===== config.mk =====
export PLATFORM = sky130hd
export DESIGN_NAME = bus_xfer_ctrl
export DESIGN_NICKNAME = d
export VERILOG_FILES = /design/src/rtl/bus_pkg.sv /design/src/rtl/bus_xfer_ctrl.sv
export SDC_FILE = /design/constraint.sdc
export NUM_CORES = 1
export LEC_CHECK = 0
export ABC_AREA = 1
export CAP_MARGIN = 10
export CORE_UTILIZATION = 30
export CTS_BUF_LIST = sky130_fd_sc_hd__clkbuf_16
export DETAILED_ROUTE_END_ITERATION = 16
export SKIP_CTS_REPAIR_TIMING = 1
export SYNTH_ARGS = -nofsm -noshare
export SYNTH_HDL_FRONTEND = slang
export SYNTH_SLANG_ARGS = --single-unit

===== constraint.sdc =====
create_clock -name clk -period 1.9 [get_ports clk]
set_clock_uncertainty 0.15 [all_clocks]
set_input_delay 0.38 -clock clk [delete_from_list [all_inputs] [get_ports clk]]
set_output_delay 0.38 -clock clk [all_outputs]
set_load 0.01 [all_outputs]

===== src/rtl/bus_pkg.sv =====
// Shared bus codes, sequencer state encoding and request legality helpers.
// The bus mux imports the same source constants so both sides agree on codes.
package bus_pkg;

  localparam logic [3:0] SRC_NONE = 4'd0;
  localparam logic [3:0] SRC_IR   = 4'd4;
  localparam logic [3:0] SRC_AC   = 4'd5;
  localparam logic [3:0] SRC_R1   = 4'd7;
  localparam logic [3:0] SRC_R2   = 4'd8;
  localparam logic [3:0] SRC_R3   = 4'd9;
  localparam logic [3:0] SRC_R4   = 4'd10;
  localparam logic [3:0] SRC_DM   = 4'd12;
  localparam logic [3:0] SRC_IM   = 4'd13;

  typedef enum logic [2:0] {
    ST_IDLE  = 3'd0,
    ST_SETUP = 3'd1,
    ST_WAIT  = 3'd2,
    ST_WRITE = 3'd3,
    ST_ERR   = 3'd4
  } state_e;

  function automatic logic is_legal_src(input logic [3:0] code);
    return code inside {SRC_IR, SRC_AC, SRC_R1, SRC_R2, SRC_R3, SRC_R4, SRC_DM, SRC_IM};
  endfunction

  // IM is read-only, so it never appears as a destination.
  function automatic logic is_legal_dst(input logic [3:0] code);
    return code inside {SRC_IR, SRC_AC, SRC_R1, SRC_R2, SRC_R3, SRC_R4, SRC_DM};
  endfunction

  function automatic logic is_mem_src(input logic [3:0] code);
    return (code == SRC_DM) || (code == SRC_IM);
  endfunction

endpackage


===== src/rtl/bus_xfer_ctrl.sv =====
// Bus transfer sequencer: drives the source select, waits out memory latency,
// then strobes a one-hot destination write enable.
//
//   state | meaning
//   IDLE  | bus idle, ready for a request
//   SETUP | source select driven, bus settling
//   WAIT  | extra MEM_LAT cycles for DM/IM sources
//   WRITE | destination strobe and done pulse
//   ERR   | rejected request, err pulse
module bus_xfer_ctrl
  import bus_pkg::*;
#(
  parameter int MEM_LAT = 2,
  parameter int WE_W    = 16
) (
  input  logic            clk,
  input  logic            rst_n,
  input  logic            req_valid,
  output logic            req_ready,
  input  logic [3:0]      req_src,
  input  logic [3:0]      req_dst,
  output logic [3:0]      read_en,
  output logic [WE_W-1:0] write_en,
  output logic            busy,
  output logic            done,
  output logic            err
);

  state_e          state_q;
  logic [3:0]      src_q;
  logic [3:0]      dst_q;
  logic [3:0]      cnt_q;
  logic [3:0]      read_en_q;
  logic [WE_W-1:0] write_en_q;
  logic            done_q;
  logic            err_q;
  logic            req_legal;

  assign req_legal = is_legal_src(req_src) && is_legal_dst(req_dst) && (req_src != req_dst);

  always_ff @(posedge clk or negedge rst_n) begin
    if (!rst_n) begin
      state_q    <= ST_IDLE;
      src_q      <= '0;
      dst_q      <= '0;
      cnt_q      <= '0;
      read_en_q  <= SRC_NONE;
      write_en_q <= '0;
      done_q     <= 1'b0;
      err_q      <= 1'b0;
    end else begin
      case (state_q)
        ST_IDLE: begin
          write_en_q <= '0;
          done_q     <= 1'b0;
          err_q      <= 1'b0;
          read_en_q  <= SRC_NONE;
          if (req_valid) begin
            src_q <= req_src;
            dst_q <= req_dst;
            if (req_legal) begin
              state_q   <= ST_SETUP;
              read_en_q <= req_src;
            end else begin
              state_q <= ST_ERR;
              err_q   <= 1'b1;
            end
          end
        end
        ST_SETUP: begin
          if (is_mem_src(src_q) && (MEM_LAT > 0)) begin
            state_q <= ST_WAIT;
            cnt_q   <= 4'(MEM_LAT - 1);
          end else begin
            state_q    <= ST_WRITE;
            write_en_q <= WE_W'(1) << dst_q;
            done_q     <= 1'b1;
          end
        end
        ST_WAIT: begin
          if (cnt_q == '0) begin
            state_q    <= ST_WRITE;
            write_en_q <= WE_W'(1) << dst_q;
            done_q     <= 1'b1;
          end else begin
            cnt_q <= cnt_q - 4'd1;
          end
        end
        ST_WRITE: begin
          state_q    <= ST_IDLE;
          read_en_q  <= SRC_NONE;
          write_en_q <= '0;
          done_q     <= 1'b0;
        end
        ST_ERR: begin
          state_q <= ST_IDLE;
          err_q   <= 1'b0;
        end
        default: begin
          state_q    <= ST_IDLE;
          read_en_q  <= SRC_NONE;
          write_en_q <= '0;
          done_q     <= 1'b0;
          err_q      <= 1'b0;
        end
      endcase
    end
  end

  assign req_ready = (state_q == ST_IDLE);
  assign busy      = (state_q != ST_IDLE);
  assign read_en   = read_en_q;
  assign write_en  = write_en_q;
  assign done      = done_q;
  assign err       = err_q;

endmodule


==> impl_metrics.csv <==
group,metric,value,unit
drt,via_count,1455,
synth,avgSynthCellArea,8.44,um2
synth,synth_flop_cell,"dfrtp_1",
floorplanning,core_region_area,5540,um2
sta,hold_violations,0,
drt,postRouteAntennaNets,0,
outcome,status,"completed",
place,hpwl,2640,um
power,p_seq_frac,0.353,
global_route,grt-ovfl-total,0,
synth,synth_edf_count,0,
synth,ys_seq_area_frac,0.521,
floorplanning,die_y,77.9,um
worst_setup_path,crit_path_max_incr_delay,540,ps
synth,synth_warnings,0,
synth,yosys.area.top_type,"dfrtp_1",
floorplanning,num_rows,27,
worst_setup_path,crit_path_top_delay_cell,"clkdlybuf4s50_1",
worst_setup_path,start_kind,"flip-flop",
flow_run,maxCapViolations,0,
global_route,grt_pass1_wl,6350,um
cts,cts_max_path_buffers,2,
worst_setup_path,worstPathRequired,1370,ps
layout,antenna_cells,0,
layout,fin_cells,317,
cts,cts_buffers,5,
worst_setup_path,path_depth,1,
floorplanning,io_pins,35,
synth,synthesis.nets,218,
drt,wl_per_cell,11.7,um
worst_setup_path,cpLargestDelayFamily,"buffers and inverters",
synth,syn-cell-area,1730,um2
drt,drtPass1Iterations,4,
synth,async_flop_share,1.00,
power,total_power,3.39,mW
worst_setup_path,worstReg2RegEnd,"write_en[1]",
power,power.density,1450,nW/um2
worst_setup_path,crit_buf_inv,1,
synth,yosys.area.top_type_share,0.521,
layout,final_layout_size_suffix_gt1_frac,0.0898,
place,dp_slack,0.386,ps
sta,layout_setup_ws,196,ps
worst_setup_path,r2r-start,"cnt_q[0]",
sta,rsz0062_at_grt,"no",
worst_setup_path,reg2reg_depth,8,
drt,wl,3710,um
sta,finalCritPeriodShare,0.897,
global_route,grt_util_all_layers,0.134,
power,netSwitchingFraction,0.373,
power,power.internal,2.13,mW
global_route,grt_pass1_vias,1402,
worst_setup_path,arrival,1170,ps
global_route,antenna_found_initial,0,
power,p_leak,1.08,nW
global_route,grt_max_degree,37,
place,port_buffers,34,
cts,clk_latency,270,ps
power,p_comb_frac,0.383,
worst_setup_path,crit_fanout,2,
floorplanning,start_util,0.312,
drt,avgViaCountPerCell,4.59,
drt,drt-initial-drc-count,55,
cts,clkTransAtPathRegs,50,ps
worst_setup_path,critPathCaptureType,"output port",
power,netSwitchingPower,1.27,mW
sta,finalSetupTns,0,ps
synth,synthTopCellsByArea,"dfrtp_1 52%, o21ai_0 10%, nand2_1 8.2%, nand4_1 5.8%, inv_1 4.3%",
layout,final_area,2350,um2
sta,setup_viol,0,
min_path,min_path_type,"flip-flop to flip-flop",
place,placed_area,2180,um2
cts,tritoncts,"yes",
place,placedCellCount,309,
sta,relSlewSlack,0.703,
synth,ys_seq_elements,36,
cts,cts_root_buf,"clkbuf_16",
cts,cts-htree-levels,2,
worst_setup_path,rrSetupSlack,220,ps
worst_setup_path,path_cells,"clkdlybuf4s50_1",
place,place_congestion,0.759,
power,pwr-share-clk,0.264,
power,ir_drop,486,uV
sta,period_minus_slack,1700,ps
layout,nFillCells,556,
sta,fmax,587,MHz
synth,synth_cells,205,
sta,worst_pin_slew,445,ps
layout,nets,257,
layout,syn_to_final_growth,35.6,%
min_path,min_path_cells,2,
worst_setup_path,crit_end,"write_en[4]",
sta,drv_slew,0,
floorplanning,die-area,6080,um2
worst_setup_path,critPathKind,"flip-flop to output port",
synth,synth_cell_types,22,
drt,drc,0,
worst_setup_path,startpoint,"write_en[4]",
cts,cts_sinks,36,
floorplanning,dieWidth,77.9,um
worst min-delay path, cell delays in order (launching register included):
cell	delay [ps]
dfrtp_1	340
nand2_1	60
nand2_1	50
metrics by stage:
stage / utilization / hold slack, ps
floorplan: - / -65.6
global placement: 0.393 / 310
detailed placement: 0.393 / 311
CTS: 0.422 / 325
global route: 0.424 / 354
finish: 0.424 / 322
registers in the layout (all words and copies together) (netlist names):
signal    count
write_en     16
dst_q         4
done          1
src_q         3
state_q       3
read_en       4
cnt_q         4
err           1
placed cells by master, fill, tap and decap left out, types with 3 or more instances in the layout:
cell type and n:
nand2_2 3, nand4_1 16, nor2_2 3, dfrtp_1 36, o21ai_0 36, inv_1 21
clkdlybuf4s50_1 32, nor3_1 3, clkinv_1 4, o21ai_1 9, a21oi_1 3, clkbuf_16 5
xor2_1 5, nand2_1 38, buf_4 6, nor2_1 13
layout make-up:
type	instances	area, um2	area share
clock buffer	5	125	0.0533
clock inverter	3	38.8	0.0165
inverter	24	90.1	0.0384
multi-input combinational	136	692	0.295
sequential	36	901	0.384
tap	72	90.1	0.0384
timing repair buffer	41	410	0.175
how the worst min path moves through the flow:
stage               startpoint  endpoint
floorplan                rst_n  cnt_q[0]
global placement      src_q[3]  src_q[3]
detailed placement    src_q[1]  src_q[1]
CTS                   src_q[3]  src_q[3]
global route          src_q[3]  src_q[3]
finish                src_q[3]  src_q[3]
cell families after synthesis:
logic type	count (synthesis)	synth area share
AOI/OAI and AO/OA	49	0.142
xor gates and xnor gates	5	0.0253
adders and majority gates	2	0.0145
DFF	36	0.521
buffers and inverters	33	0.0810
and+or+nand+nor	80	0.216
cells in the mapped netlist, types with 2 or more instances:
master / instances
nor3_1: 3
nand4_1: 16
ha_1: 2
dfrtp_1: 36
nand2_2: 3
nand2_1: 38
buf_4: 2
nor2_1: 14
o21ai_0: 36
nor2_2: 2
xor2_1: 5
a21oi_1: 3
clkbuf_1: 5
nand3_1: 2
inv_1: 20
clkinv_1: 4
o21ai_1: 9
routing by layer:
metal  track usage  routed length (um)  vias to the layer above
met3        0.0329                 148                        5
met5             0                   0                        -
met4        0.0444                  35                        0
li1              -                   -                      760
met1         0.181                1830                      656
met2         0.210                1700                       34
power groups by stage:
stage | Sequential, mW | Combinational (mW) | Clock (mW)
2_1_floorplan | 1.14 | 0.875 | 0
3_3_place_gp | 1.20 | 1.31 | 0
3_5_place_dp | 1.21 | 1.32 | 0
4_1_cts | 1.19 | 1.33 | 0.917
5_1_grt | 1.23 | 1.46 | 0.961
6_report | 1.20 | 1.30 | 0.896
Note: power is estimated with default switching activity, not from simulation.
